## config.mk

```make
export PLATFORM = sky130hd
export DESIGN_NAME = layer_stage_seq
export DESIGN_NICKNAME = d
export VERILOG_FILES = /design/src/rtl/layer_stage_seq.sv
export SDC_FILE = /design/constraint.sdc
export NUM_CORES = 1
export LEC_CHECK = 0
export ABC_AREA = 1
export CORE_ASPECT_RATIO = 0.75
export CORE_UTILIZATION = 55
export CTS_CLUSTER_SIZE = 20
export DETAILED_ROUTE_END_ITERATION = 16
export GPL_TIMING_DRIVEN = 1
export MAX_ROUTING_LAYER = met4
export PLACE_DENSITY = 0.79
export SETUP_SLACK_MARGIN = 0.02
export SLEW_MARGIN = 20
export SYNTH_ARGS = -nofsm -noshare
export SYNTH_HDL_FRONTEND = slang
export SYNTH_SLANG_ARGS = --single-unit
```

## constraint.sdc

```tcl
create_clock -name clk -period 3.8 [get_ports clk]
set_clock_uncertainty 0.1 [all_clocks]
set_input_delay 0.57 -clock clk [delete_from_list [all_inputs] [get_ports clk]]
set_output_delay 0.57 -clock clk [all_outputs]
set_load 0.005 [all_outputs]
```

## src/rtl/layer_stage_seq.sv

```systemverilog
// Per-layer sequencer: runs the seven sub-engine stages of one transformer layer
// over start/done pulse handshakes, tracks the layer index and flags protocol errors/stalls.
module layer_stage_seq #(
  parameter int NUM_LAYER   = 12,
  parameter int LAYER_W     = 4,
  parameter int TIMEOUT_CYC = 4096,
  parameter int TO_W        = 13
) (
  input  logic               clk,
  input  logic               reset,
  input  logic               ln_start,
  input  logic [6:0]         stage_done,
  output logic [6:0]         stage_start,
  output logic               linear2_done,
  output logic [LAYER_W-1:0] layer_idx,
  output logic               busy,
  output logic               err_proto,
  output logic               err_timeout
);

  // state | meaning
  // IDLE  | waiting for ln_start
  // ISSUE | stage_start[stage] high for this single cycle
  // WAIT  | waiting for stage_done[stage], watchdog running
  // FIN   | linear2_done high; a new ln_start is accepted here
  typedef enum logic [1:0] {S_IDLE, S_ISSUE, S_WAIT, S_FIN} state_t;

  localparam logic [TO_W-1:0]    WD_LAST    = (TIMEOUT_CYC == 0) ? '0 : TO_W'(TIMEOUT_CYC - 1);
  localparam logic [LAYER_W-1:0] LAST_LAYER = LAYER_W'(NUM_LAYER - 1);
  localparam logic [2:0]         LAST_STAGE = 3'd6;

  state_t             state, state_nxt;
  logic [2:0]         stage, stage_nxt;
  logic [TO_W-1:0]    wd, wd_nxt;
  logic [LAYER_W-1:0] idx_nxt;
  logic               proto_nxt, to_nxt;
  logic [6:0]         start_nxt;
  logic               l2d_nxt, busy_nxt;
  logic [6:0]         exp_mask;
  logic               done_ok, stray, wd_expire;

  always_comb begin
    exp_mask  = (state == S_WAIT) ? (7'b1 << stage) : 7'b0;
    done_ok   = |(stage_done & exp_mask);
    stray     = |(stage_done & ~exp_mask);
    wd_expire = (TIMEOUT_CYC != 0) && (wd == WD_LAST);

    state_nxt = state;
    stage_nxt = stage;
    wd_nxt    = wd;
    idx_nxt   = layer_idx;
    proto_nxt = err_proto | stray;
    to_nxt    = err_timeout;

    case (state)
      S_IDLE: begin
        if (ln_start) begin
          state_nxt = S_ISSUE;
          stage_nxt = 3'd0;
        end
      end
      S_ISSUE: begin
        state_nxt = S_WAIT;
        wd_nxt    = '0;
        if (ln_start) proto_nxt = 1'b1;
      end
      S_WAIT: begin
        if (ln_start) proto_nxt = 1'b1;
        // a done on the expiry cycle takes priority over the timeout
        if (done_ok) begin
          if (stage == LAST_STAGE) begin
            state_nxt = S_FIN;
            idx_nxt   = (layer_idx == LAST_LAYER) ? '0 : layer_idx + 1'b1;
          end else begin
            state_nxt = S_ISSUE;
            stage_nxt = stage + 3'd1;
          end
        end else if (wd_expire) begin
          state_nxt = S_IDLE;
          to_nxt    = 1'b1;
        end else begin
          wd_nxt = wd + 1'b1;
        end
      end
      S_FIN: begin
        if (ln_start) begin
          state_nxt = S_ISSUE;
          stage_nxt = 3'd0;
        end else begin
          state_nxt = S_IDLE;
        end
      end
      default: state_nxt = S_IDLE;
    endcase

    // outputs are registered copies of what the next state implies
    start_nxt = (state_nxt == S_ISSUE) ? (7'b1 << stage_nxt) : 7'b0;
    l2d_nxt   = (state_nxt == S_FIN);
    busy_nxt  = (state_nxt == S_ISSUE) || (state_nxt == S_WAIT);
  end

  always_ff @(posedge clk) begin
    if (reset) begin
      state        <= S_IDLE;
      stage        <= 3'd0;
      wd           <= '0;
      layer_idx    <= '0;
      err_proto    <= 1'b0;
      err_timeout  <= 1'b0;
      stage_start  <= 7'b0;
      linear2_done <= 1'b0;
      busy         <= 1'b0;
    end else begin
      state        <= state_nxt;
      stage        <= stage_nxt;
      wd           <= wd_nxt;
      layer_idx    <= idx_nxt;
      err_proto    <= proto_nxt;
      err_timeout  <= to_nxt;
      stage_start  <= start_nxt;
      linear2_done <= l2d_nxt;
      busy         <= busy_nxt;
    end
  end

endmodule

```

Word level (Yosys, flattened, before mapping)
Index checks and enable logic that the tools add are counted.
{"block": "op_classes", "n_addsub": 3, "multipliers": 0, "div_mod_pow": 0, "n_lt_le_gt_ge": 0, "eq_ne": 11, "shift": 2, "mux": 17, "bitwise": 6, "n_reduce_logical": 11}
{"operator": "two-way mux 13 bit", "count": 2}
{"operator": "one-hot mux 13 bit (2 select lines)", "count": 1}
{"operator": "bitwise AND 7 bit", "count": 2}
{"operator": "OR reduction 7 bit", "count": 2}
{"operator": "<< shifter 1 x 3 -> 7 bit (first input constant)", "count": 2}
{"operator": "adder 13 x 1 -> 13 bit (second input constant)", "count": 1}
{"operator": "== test 13 x 12 -> 1 bit (second input constant)", "count": 1}
{"operator": "two-way mux 3 bit", "count": 3}
{"operator": "AND reduction 3 bit", "count": 3}
{"operator": "== test 2 bit (second input constant)", "count": 4}
{"operator": "two-way mux 2 bit", "count": 4}
{"operator": "one-hot mux 2 bit (4 select lines)", "count": 1}
{"operator": "two-way mux 7 bit", "count": 1}
{"operator": "inverter 7 bit", "count": 1}
{"operator": "one-hot mux 3 bit (2 select lines)", "count": 1}
{"operator": "OR reduction 2 bit", "count": 3}
{"operator": "adder 4 x 1 -> 4 bit (second input constant)", "count": 1}
{"operator": "== test 2 x 1 -> 1 bit (second input constant)", "count": 2}
{"operator": "== test 4 bit (second input constant)", "count": 1}
{"operator": "two-way mux 4 bit", "count": 1}
{"operator": "!= test 2 bit (second input constant)", "count": 2}
{"operator": "adder 3 x 1 -> 3 bit (second input constant)", "count": 1}
{"operator": "== test 3 bit (second input constant)", "count": 1}
{"operator": "two-way mux 1 bit", "count": 3}
{"operator": "5 further kinds", "count": 6}
{"block": "word_totals", "regBits": 33, "latch_bits": 0, "ramBits": 0, "mem_bits_ro": 0, "output_inout_bits": 15, "memories": 0}

Logic depth before layout (Yosys ltp)
Gate-level depths: netlist (run 1).
{"block": "depth", "depth_word": 9, "mapped_depth": 17, "mapped_depth_nobuf": 17}

Worst setup path before layout (run 1)
Ideal clock, no wire load.
{"block": "synth_path", "kind": "flip-flop to flip-flop", "startpoint": "register state[0]", "endpoint": "register stage_start[0]", "setup_ps": 112, "arrival_time_ps": 1913, "required_time_ps": 3588, "path_slack_ps": 1675, "stages_incl_launch_ff": 17, "path_buffers": 1, "period_less_slack_ps": 2125, "path_cell_list": "dfxtp_1 -> inv_1 -> ha_1 -> nand4_1 -> nand2_1 -> nor2_2 -> nand2_4 -> nand2_4 -> buf_6 -> o211ai_1 -> nand2_1 -> inv_1 -> ha_1 -> nand2_1 -> nor2_2 -> inv_2 -> nor2_1"}
{"block": "synth_between", "elab_chain_len": 9}
{"item": "start: declaration", "line": "32", "text": "state_t state, state_nxt;"}
{"item": "start signal: assignment", "line": "114", "text": "state <= state_nxt;"}
{"item": "== test 2 bit", "line": "43, 55"}
{"item": "two-way mux 7 bit", "line": "43", "text": "exp_mask = (state == S_WAIT) ? (7'b1 << stage) : 7'b0;"}
{"item": "bitwise AND 7 bit", "line": "44", "text": "done_ok = |(stage_done & exp_mask);"}
{"item": "OR reduction 7 bit", "line": "44"}
{"item": "two-way mux 2 bit", "line": "70", "text": "if (done_ok) begin"}
{"item": "one-hot mux 2 bit (4 select lines) *", "line": "55", "text": "case (state)"}
{"item": "named net state_nxt[0]", "line": "32"}
{"item": "== test 2 x 1 -> 1 bit *", "line": "97", "text": "start_nxt = (state_nxt == S_ISSUE) ? (7'b1 << stage_nxt) : 7'b0;"}
{"item": "inverter 1 bit (no source line) *"}
{"item": "OR reduction 2 bit (no source line) *"}
{"item": "end signal: assignment", "line": "120", "text": "stage_start <= start_nxt;"}
{"item": "end: declaration", "line": "13", "text": "output logic [6:0] stage_start,"}
Mark *: on every way through the listed nets, which the timed path passes. The rest lies on a longest branch.
A chain may end at the register's enable or synchronous reset.

Worst setup path in the final report (run 1)
Same ends and word-level chain as after synthesis.

==> summary.txt, run 1 <==
GRT
  – Global-route wire length before repair: 7.100 mm
  – Congestion Overflow GR: 0
  – Met3 usage: 0.05056
  – Initial antenna violation count: 0
  – M2 GR Usage: 0.3686
  – Vias in the first global route: 1588
  – Met1 usage: 0.3424
  – Pin count of the biggest net entering global routing: 26
  – Total track usage: 0.2513
  – Busiest grt layer: met2

Finish
  – Nets@finish: 324
  – Non-filler cells, final: 340
  – Area delta synth->final: 18.72%
  – Share of cells above drive strength 1: 0.07667
  – # diodes: 0

Logic synthesis
  – Yosys top cell by area: dfxtp_1
  – Top-count cell post-synth: nand2_1
  – Top cell type's share of synthesized area: 0.3374
  – Synth Register Bits: 33
  – Ys async rst share: 0
  – Synthesized area per cell: 7.120 sq um
  – Post-synth cell types: 27
  – Post-Synth XOR/XNOR Area: 0.05367
  – Post-Syn Nets: 300
  – Register area share after synthesis: 0.3374
  – Largest family of logic cells by synthesized area: simple AND/OR/NAND/NOR gates
  – Main synth FF type: dfxtp_1
  – Synth top area cells: dfxtp_1, nand2_1, ha_1, nand3_1, nor2_1
  – Syn Inst Count: 275
  – Post-synth EDFFs: 0
  – Adder-Cell Fraction of Synth Area: 0.09585
  – Post-synth top cells: nand2_1, nor2_1, nand3_1, dfxtp_1, inv_1
  – Synthesized-area fraction occupied by and/or/nand/nor cells: 0.3565
  – Yosys warnings: 0
  – Synth Area in Compound Gates: 0.08243
  – Mux share of post-synthesis cell area: 0
  – Mapped Area: 0.001958 sq mm

Floorplan
  – Die Y: 53.68 um
  – DIE WIDTH: 70.90 um
  – Initial core utilization: 0.5875
  – Die area: 0.003806 sq mm
  – Num rows: 18
  – Io pins: 25
  – Core ar.: 0.003333 sq mm

Critical path
  – Worst Path Class, Setup: reg -> reg
  – Startpoint types: flip-flop
  – Delay-heaviest family, CP: simple AND/OR/NAND/NOR gates
  – CP Max Fanout: 24
  – Crit path max-delay cell type: ha_1
  – Required @ worst endpoint: 3.93 ns
  – Critical path arrival: 2.98 ns
  – WP buf/inv: 3
  – CP max stage delay: 0.72 ns
  – CP Capture Type: flip-flop
  – CP most frequent cell: nand2_1
  – Crit path cell chain: inv_1, ha_1, nand4_1, nand2_1, nor2_2, nand2_4, nand2_1, nand3_1, nand2_1, nand2_1, nand2_1, inv_1, ha_1, nand2_1, nor2_2, inv_2, nor2_1

Clock tree
  – Hold-fix buffers at CTS: 0
  – Clock root cell: clkbuf_8
  – TritonCTS clock tree: built
  – Clock-pin slew on the worst setup and hold paths: 0.08 ns
  – Post-CTS setup buffer count: 0
  – TritonCTS Buffers: 5
  – Resized cells post-CTS: 0
  – Sink Count: 33
  – Worst-Skew Late Latency: 0.29 ns
  – H-tree levels: 2
  – Max clock buf depth: 2

Power and ir drop
  – P_leak: 0.0009241 uW
  – NetSw: 213.7 uW
  – Pwr/cell area: 355.2 mW/mm^2
  – Sequential Power Share: 0.436
  – Clock network power share: 0.425
  – Internal power: 612.1 uW
  – Maximum vdd drop: 0.2946 mV
  – Sw frac: 0.2588
  – Comb pwr share: 0.139

Timing
  – Final setup fails: 0
  – Max Fclk: 351.3 MHz
  – Unrepaired setup endpoints after global routing: false
  – Slew Limit Fails: 0
  – Slew @ Worst Pin: 0.8263 ns
  – Fin Setup TNS: 0 ns
  – Minimum clock period: 2.846 ns
  – Relative slew slack: 0.4491
  – Final worst-path cycle share: 0.7490
  – Final Hold Vio Count: 0

Routing
  – Vias: 1838
  – DR WL/cell: 12.67 um
  – Iter 0 DRT Violations: 163
  – Routed wire length: 4.308 mm
  – Via-to-Cell Ratio: 5.406
  – # DRC: 2
  – First-pass DRT Iterations: 12
  – Post-route ant nets: 0

Place
  – Dpl hpwl: 2.965 mm
  – Placed Cells: 332
  – Gp weighted congestion: 0.8770
  – Number of port buffers: 24

Status
  – Failing checks: DRC
  – Status: finished with violations

Hold path
  – Worst min path class: reg -> reg

Job
  – Max-capacitance violation count: 0
## registers in the layout, summed over array words and instances, names as in the netlist
signal / count
wd: 13
busy: 1
stage: 3
layer_idx: 4
err_proto: 1
state: 2
err_timeout: 1
stage_start: 7
linear2_done: 1
## metrics by stage
step / area, sq um / hold WS, ns / power (uW) / utilization / setup slack [ns]
3_3_place_gp: 2205 / 0.3590 / 481.0 / 0.6614 / 1.088
5_1_grt: 2325 / 0.3905 / 861.3 / 0.6974 / 0.6712
3_5_place_dp: 2205 / 0.3605 / 481.7 / 0.6614 / 1.032
6_report: 2325 / 0.3737 / 825.9 / 0.6974 / 0.9536
2_1_floorplan: 1958 / 0.3383 / 449.1 / - / 1.675
4_1_cts: 2325 / 0.3728 / 830.4 / 0.6974 / 0.9813
## final cells by class
type                    instances  area (sq um)
clock buffers                   6         82.58
inverters                      25         93.84
well taps                      40         50.05
flip-flops and latches         33         660.6
fillers                       296          1008
multi-input cells             209          1152
repair buffers                 25         247.7
clock inverters                 2         37.54
## cells by family after synthesis
family | count (synthesis)
flops | 33
xor+xnor | 12
fa+ha+maj | 15
compound gates | 29
simple gates | 153
buf+inv | 33
## per-layer routing
| metal | part of all wire | up-vias |
|---|---|---|
| met4 | 0.0074 | 0 |
| met5 | 0 | - |
| met1 | 0.50 | 829 |
| li1 | - | 947 |
| met3 | 0.073 | 5 |
| met2 | 0.42 | 57 |
## worst reg2reg max path, stage by stage, from the launching register on
cell and delay, ns:
dfxtp_1 0.36, inv_1 0.14, ha_1 0.72, nand4_1 0.18, nand2_1 0.13, nor2_2 0.07, nand2_4 0.11, nand2_1 0.08
nand3_1 0.09, nand2_1 0.08, nand2_1 0.08, nand2_1 0.08, inv_1 0.06, ha_1 0.15, nand2_1 0.07, nor2_2 0.15
inv_2 0.06, nor2_1 0.09
## path summary, 6_finish.rpt
path,startpoint,to,slack [ns],cells after the start
worst max-delay path,state[0],stage_start[0],0.95,17
worst min-delay path,wd[12],wd[12],0.37,2
worst max register to register,state[0],stage_start[0],0.95,17
worst min register to register,wd[12],wd[12],0.37,2
## layout by cell type (no fill, tap or decap)
cell              n
o211ai_1          1
nor2_4            1
nand4_1          10
nand2_1          57
a21oi_1          21
inv_2             2
nand3_1          34
clkinvlp_4        1
a31oi_2           1
nand2_4           3
xor2_1            9
inv_1            23
nor3_1            1
ha_1             15
dfxtp_1          33
nor3_2            1
clkdlybuf4s50_1  24
nor2_2            4
nor2_1           39
xnor2_1           3
o21ai_0           3
bufinv_16         1
clkbuf_8          6
a221oi_1          1
buf_4             1
nand3b_1          1
nand2_2           2
a31oi_1           2
## power by group through the flow
stage,combinational (uW),clock [uW],sequential [uW]
3_3_place_gp,114,0,367
5_1_grt,130,371,360
6_report,115,351,360
2_1_floorplan,81.8,0,367
3_5_place_dp,114,0,368
4_1_cts,115,355,360
Note: power is estimated with default switching activity, not from simulation.
==> run 2, diff against run 1 <==
--- a/config.mk
+++ b/config.mk
@@ -7,12 +7,12 @@
 export LEC_CHECK = 0
 export ABC_AREA = 1
 export CORE_ASPECT_RATIO = 0.75
-export CORE_UTILIZATION = 55
+export CORE_UTILIZATION = 50
 export CTS_CLUSTER_SIZE = 20
 export DETAILED_ROUTE_END_ITERATION = 16
 export GPL_TIMING_DRIVEN = 1
 export MAX_ROUTING_LAYER = met4
-export PLACE_DENSITY = 0.79
+export PLACE_DENSITY = 0.76
 export SETUP_SLACK_MARGIN = 0.02
 export SLEW_MARGIN = 20
 export SYNTH_ARGS = -nofsm -noshare
==> constraint.sdc (replaced) <==
create_clock -name clk -period 2.4 [get_ports clk]
set_clock_uncertainty 0.1 [all_clocks]
set_input_delay 0.36 -clock clk [delete_from_list [all_inputs] [get_ports clk]]
set_output_delay 0.36 -clock clk [all_outputs]
set_load 0.005 [all_outputs]
==> run 2 against run 1 <==
The flow now finishes without violations. Non-clock buffer count up 10. Utilization down 3.3 points. Global-route usage fell by 0.79 points. Register-to-register slack got worse by 0.80 ns. Count of clock-buffer cells in the layout did not move. First-iteration DRC count decreased by 8.0%. Design area grew 5.9%.
==> summary.txt, run 2 (synthesis results as in run 1) <==
Routing
  – Met1 WL: 2.265 mm (+5.5%)
  – DR WL/cell: 12.88 um (+1.6%)
  – Vias: 1936 (+5.3%)
  – Iter 0 DRT Violations: 150 (-8.0%)
  – Met3 WL: 363 um (+15%)
  – Via-to-Cell Ratio: 5.348 (-1.1%)
  – Met2 Wirelength: 1.902 mm (+4.9%)
  – Post-route ant nets: 0 (unchanged)
  – Highest routed layer: met4
  – First-pass DRT Iterations: 5 (-7)
  – Routed wire length: 4.662 mm (+8.2%)
  – # DRC: 0 (-2)

Finish
  – Most frequent cells in the layout: nand2_1, nor2_1, nand3_1
  – Fill cell total of the finished layout: 336 (+14%)
  – Nets@finish: 334 (+3.1%)
  – Final instance area: 0.002462 sq mm (+5.9%)
  – Share of cells above drive strength 1: 0.1355 (+0.05882)
  – Area delta synth->final: 25.75%
  – Commonest non-fill, non-tap cell in the layout: nand2_1
  – Largest registers: wd (13), stage_start (7), layer_idx (4)
  – Most flops, register: wd
  – Max reg flops: 13 (unchanged)
  – Non-filler cells, final: 362 (+6.5%)
  – # diodes: 0 (unchanged)

Power and ir drop
  – NetSw: 352.8 uW (+65%)
  – Pwr/cell area: 543.2 mW/mm^2 (+53%)
  – Comb pwr share: 0.161 (+0.022)
  – Total power: 1338 uW (+62%)
  – Maximum vdd drop: 0.4681 mV (+59%)
  – Internal power: 984.7 uW (+61%)
  – Sw frac: 0.2638 (+0.005017)
  – P_leak: 0.0009869 uW (+6.8%)
  – Sequential Power Share: 0.425 (-0.011)
  – Clock network power share: 0.414 (-0.011)

Timing
  – Slew Limit Fails: 0 (unchanged)
  – Final worst-path cycle share: 0.9377 (+0.1886)
  – Unrepaired setup endpoints after global routing: false
  – Relative slew slack: 0.6890 (+0.2398)
  – Fin Setup TNS: 0 ns (unchanged)
  – Final Hold Vio Count: 0 (unchanged)
  – Slew @ Worst Pin: 0.4651 ns (-0.3612 ns)
  – Final setup margin: 0.1496 ns (-0.8040 ns)
  – Final setup fails: 0 (unchanged)
  – Minimum clock period: 2.250 ns (-0.5960 ns)
  – Max Fclk: 444.4 MHz (+26%)

Place
  – Number of port buffers: 24 (unchanged)
  – Pre-CTS WS: 0.03528 ns (-0.9972 ns)
  – Dpl hpwl: 3.322 mm (+12%)
  – Gp weighted congestion: 0.8826 (+0.64%)
  – Placed inst area: 0.002287 sq mm (+3.7%)
  – Placed Cells: 353 (+6.3%)

Status
  – Status: complete, no violations

Floorplan
  – Initial core utilization: 0.5280 (-0.05946)
  – Num rows: 19 (+1)
  – Core ar.: 0.003709 sq mm (+11%)
  – Die Y: 56.20 um (+4.7%)
  – DIE WIDTH: 74.26 um (+4.7%)
  – Io pins: 25 (unchanged)
  – Die area: 0.004173 sq mm (+9.7%)

Clock tree
  – TritonCTS Buffers: 5 (unchanged)
  – TritonCTS clock tree: built
  – Sink Count: 33 (unchanged)
  – Worst-Skew Late Latency: 0.29 ns (about the same)
  – Hold-fix buffers at CTS: 0 (unchanged)
  – Clock-pin slew on the worst setup and hold paths: 0.07 ns (about the same)
  – Clock root cell: clkbuf_8
  – Max clock buf depth: 2 (unchanged)
  – H-tree levels: 2 (unchanged)

GRT
  – Initial antenna violation count: 0 (unchanged)
  – Global-route wire length before repair: 7.569 mm (+6.6%)
  – Congestion Overflow GR: 0 (unchanged)
  – Vias in the first global route: 1696 (+6.8%)
  – Total track usage: 0.2434 (-0.007881)
  – Pin count of the biggest net entering global routing: 16 (-38%)

Job
  – Max-capacitance violation count: 0 (unchanged)

Critical path
  – Critical path arrival: 2.34 ns (-0.64 ns)
  – CP Capture Type: flip-flop
  – Worst Path Class, Setup: reg -> reg
  – Startpoint types: flip-flop
  – Required @ worst endpoint: 2.49 ns (-1.44 ns)
  – CP Max Fanout: 6 (-75%)

Hold path
  – Worst min path class: reg -> reg
[run 2: changes by cell type in the layout (fill, tap and decap cells not counted), moves of 3 or more]
cell     change
dfxtp_1      -3
ha_1         -3
buf_4       +10
dfxtp_2      +3
inv_1        -3
inv_2        +3
[run 2: what timing repair did]
action	CTS	global route
buffers inserted	0	1
endpoints found under the setup margin	0	8
gates resized for setup	0	14
[run 2: metrics by stage]
step / util / hold slack, ns
2_1_floorplan: - / 0.3383
3_3_place_gp: 0.6167 / 0.3550
3_5_place_dp: 0.6167 / 0.3640
4_1_cts: 0.6491 / 0.3761
5_1_grt: 0.6640 / 0.3979
6_report: 0.6640 / 0.3787
[run 2: per-layer routing]
layer  vias up  GRT usage
met5         -          -
met3        18    0.04348
met1       862     0.3465
met4         0    0.07547
li1        967          -
met2        89     0.3494
[run 2: worst paths after layout]
kind / from / to / slack [ns] / cells after the start
setup reg to reg: stage[0] / stage_start[0] / 0.15 / 17
hold reg to reg: wd[12] / wd[12] / 0.38 / 2
setup / recovery: stage[0] / stage_start[0] / 0.15 / 17
hold / removal: wd[12] / wd[12] / 0.38 / 2
[run 2: final cells by class]
class / count / area (sq um) / share of cell area
inverters: 25 / 93.84 / 0.03811
repair buffers: 35 / 322.8 / 0.1311
clock inverters: 2 / 37.54 / 0.01524
flip-flops and latches: 33 / 664.4 / 0.2698
multi-input cells: 209 / 1196 / 0.4858
clock buffers: 6 / 82.58 / 0.03354
well taps: 52 / 65.06 / 0.02642
[run 2: critical path, cell delays in order (launching register included)]
cell     delay, ns
dfxtp_2       0.38
inv_2         0.08
ha_1          0.25
nand4_1       0.10
nand2_1       0.09
nor2_4        0.17
nand2_4       0.09
nand2_1       0.08
nand3_1       0.07
nand2_1       0.07
nand2_1       0.07
nand2_1       0.09
inv_1         0.05
ha_1          0.21
nand2_1       0.09
nor2_2        0.05
inv_2         0.07
nor2_1        0.04
[run 2: power groups by stage]
stage / logic (uW) / clock network [uW] / registers (uW)
final: 215 / 554 / 568
after global routing: 237 / 588 / 569
after CTS: 204 / 558 / 567
after detailed placement: 202 / 0 / 579
after global placement: 197 / 0 / 579
after floorplan: 130 / 0 / 581
==> run 3, diff against run 2 <==
--- a/config.mk
+++ b/config.mk
@@ -7,6 +7,7 @@
 export LEC_CHECK = 0
 export ABC_AREA = 1
 export CORE_ASPECT_RATIO = 0.75
+export CORE_MARGIN = 3
 export CORE_UTILIZATION = 50
 export CTS_CLUSTER_SIZE = 20
 export DETAILED_ROUTE_END_ITERATION = 16
==> run 3 against run 2 <==
Wire length is 5.6% lower. Worst hold slack worse by 0.0021 ns. Non-clock buffer count is 1 higher. Utilization is 0.47 points higher. Via count is 2.4% lower. Sequential power hardly changed. Largest power group unchanged.
==> summary.txt, run 3 (synthesis results as in run 1) <==
Status
  – Status: complete, no violations

Critical path
  – Startpoint types: flip-flop
  – WP buf/inv: 2 (-1)
  – Crit path cell chain: ha_1, ha_1, nand3_1, nand2_2, nor2_4, nand2_4, nand2_1, nand3_1, nand2_1, nand2_1, nand2_2, inv_1, ha_1, nand2_1, nor2_2, inv_2, nor2_1
  – Delay-heaviest family, CP: simple AND/OR/NAND/NOR gates
  – CP max stage delay: 0.37 ns (about the same)
  – CP most frequent cell: nand2_1
  – Critical path arrival: 2.31 ns (-0.03 ns)
  – FF-to-FF End: stage_start[0]
  – Required @ worst endpoint: 2.48 ns (about the same)
  – Launch point of the worst reg-to-reg path: stage[0]
  – Worst R2R Setup Slack: 0.16 ns (about the same)
  – Worst Path Class, Setup: reg -> reg
  – R2R depth: 17 (unchanged)
  – CP Max Fanout: 5 (-1)
  – CP Capture Type: flip-flop
  – Crit path max-delay cell type: dfxtp_4

Power and ir drop
  – Maximum vdd drop: 0.3950 mV (-16%)
  – Comb pwr share: 0.158 (-0.003)
  – P_leak: 0.0009914 uW (+0.45%)
  – Clock network power share: 0.410 (-0.004)
  – Internal power: 980.3 uW (-0.44%)
  – Sw frac: 0.2525 (-0.01135)
  – NetSw: 331.1 uW (-6.2%)
  – Pwr/cell area: 528.8 mW/mm^2 (-2.6%)
  – Sequential Power Share: 0.432 (+0.007)

Timing
  – Fin Setup TNS: 0 ns (unchanged)
  – Max Fclk: 447.3 MHz (+0.67%)
  – Relative slew slack: 0.7269 (+0.03796)
  – Slew @ Worst Pin: 0.4084 ns (-0.05677 ns)
  – Unrepaired setup endpoints after global routing: false
  – Final worst-path cycle share: 0.9314 (-0.006219)
  – Final Hold Vio Count: 0 (unchanged)
  – Minimum clock period: 2.235 ns (-0.01492 ns)
  – Slew Limit Fails: 0 (unchanged)
  – Final setup fails: 0 (unchanged)
  – Final setup margin: 0.1645 ns (+0.01492 ns)

Clock tree
  – Max clock buf depth: 2 (unchanged)
  – TritonCTS clock tree: built
  – Worst-Skew Late Latency: 0.28 ns (about the same)
  – Sink Count: 33 (unchanged)
  – TritonCTS Buffers: 5 (unchanged)
  – Clock-pin slew on the worst setup and hold paths: 0.07 ns (about the same)
  – H-tree levels: 2 (unchanged)
  – Clock root cell: clkbuf_8

Finish
  – Largest registers: wd (13), stage_start (7), layer_idx (4)
  – Share of cells above drive strength 1: 0.1447 (+0.009211)
  – Commonest non-fill, non-tap cell in the layout: nand2_1
  – Multi-input logic area: 0.001201 sq mm (+0.42%)
  – Reg area: 669.4 sq um (+0.75%)
  – Max reg flops: 13 (unchanged)
  – # diodes: 0 (unchanged)
  – Most flops, register: wd
  – Most frequent cells in the layout: nand2_1, nor2_1, nand3_1
  – Fill cell total of the finished layout: 339 (+0.89%)
  – Nets@finish: 335 (+0.30%)
  – Area delta synth->final: 26.65%

Routing
  – # DRC: 0 (unchanged)
  – DR WL/cell: 12.12 um (-5.9%)
  – Post-route ant nets: 0 (unchanged)
  – Vias: 1890 (-2.4%)
  – Iter 0 DRT Violations: 150 (unchanged)
  – Routed wire length: 4.399 mm (-5.6%)
  – First-pass DRT Iterations: 4 (-1)
  – Via-to-Cell Ratio: 5.207 (-2.6%)

Hold path
  – Hold Path End: wd[12]
  – Hold path startpoint: wd[12]
  – Worst min path class: reg -> reg
  – Worst hold stages: 2 (unchanged)

GRT
  – Total track usage: 0.2045 (-0.03892)
  – Vias in the first global route: 1699 (+0.18%)
  – Congestion Overflow GR: 0 (unchanged)
  – Initial antenna violation count: 0 (unchanged)
  – Global-route wire length before repair: 7.389 mm (-2.4%)
  – Pin count of the biggest net entering global routing: 17 (+1)

Place
  – Pre-CTS WS: 0.02407 ns (-0.01121 ns)
  – Gp weighted congestion: 0.9432 (+6.9%)
  – Number of port buffers: 24 (unchanged)
  – Dpl hpwl: 3.176 mm (-4.4%)

Floorplan
  – DIE WIDTH: 78.26 um (+5.4%)
  – Io pins: 25 (unchanged)
  – Die Y: 60.20 um (+7.1%)
  – Die area: 0.004711 sq mm (+13%)
  – Core ar.: 0.003709 sq mm (unchanged)
  – Initial core utilization: 0.5280 (unchanged)
  – Num rows: 19 (unchanged)

Job
  – Max-capacitance violation count: 0 (unchanged)
## run 3: changes by cell type in the layout (fill, tap and decap cells not counted)
cell | previous run | this run
nand2_2 | 2 | 3
ha_2 | 1 | 2
buf_4 | 11 | 12
nand2_1 | 57 | 56
dfxtp_2 | 3 | 1
ha_1 | 12 | 11
dfxtp_4 | 0 | 2
## run 3: worst min-delay path, delay by kind of cell, from the launching register on
kind / cells / cell delay, ns
DFF: 1 / 0.33
and+or+nand+nor: 2 / 0.11
## run 3: worst max path at each step
stage,to,slack [ns],cells past startpoint,from
CTS,stage_start[0],0.05,17,state[0]
floorplan,stage_start[0],0.27,16,state[0]
global route,stage_start[0],0.002,17,stage[0]
finish,stage_start[0],0.16,17,stage[0]
detailed placement,stage_start[0],0.02,16,stage_done[6]
global placement,stage_start[0],0.11,16,stage_done[6]
## run 3: what timing repair did
item / 4_1_cts / 5_1_grt
hold buffers: 0 / 0
endpoints found under the setup margin: 0 / 8
buffers inserted: 0 / 2
gates resized for setup: 0 / 18
## run 3: layer usage
metal,vias up,part of all wire,track usage
li1,967,-,-
met4,0,0.0030,0.06234
met2,61,0.42,0.3012
met3,2,0.065,0.06325
met1,860,0.51,0.2693
met5,-,0,-
## run 3: final cells by class
type / count / share of cell area
multi-input combinational: 209 / 0.4844
sequential: 33 / 0.2699
timing repair buffer: 36 / 0.1332
inverter: 25 / 0.03784
clock buffer: 6 / 0.03330
tap: 52 / 0.02624
clock inverter: 2 / 0.01514
## run 3: metrics by stage
stage	total power [uW]	cell area, sq um	cells	util	hold slack [ns]
2_1_floorplan	711.0	1958	275	-	0.3383
3_3_place_gp	777.1	2287	353	0.6167	0.3539
3_5_place_dp	777.7	2287	353	0.6167	0.3626
4_1_cts	1319	2407	361	0.6491	0.3743
5_1_grt	1395	2480	363	0.6687	0.4098
6_report	1311	2480	363	0.6687	0.3767
## run 3: power groups by stage
| stage | Clock (uW) | Combinational (uW) | Sequential, uW |
|---|---|---|---|
| final | 538 | 207 | 566 |
| after global routing | 597 | 231 | 567 |
| after CTS | 552 | 201 | 567 |
| after detailed placement | 0 | 199 | 579 |
| after global placement | 0 | 198 | 579 |
| after floorplan | 0 | 130 | 581 |
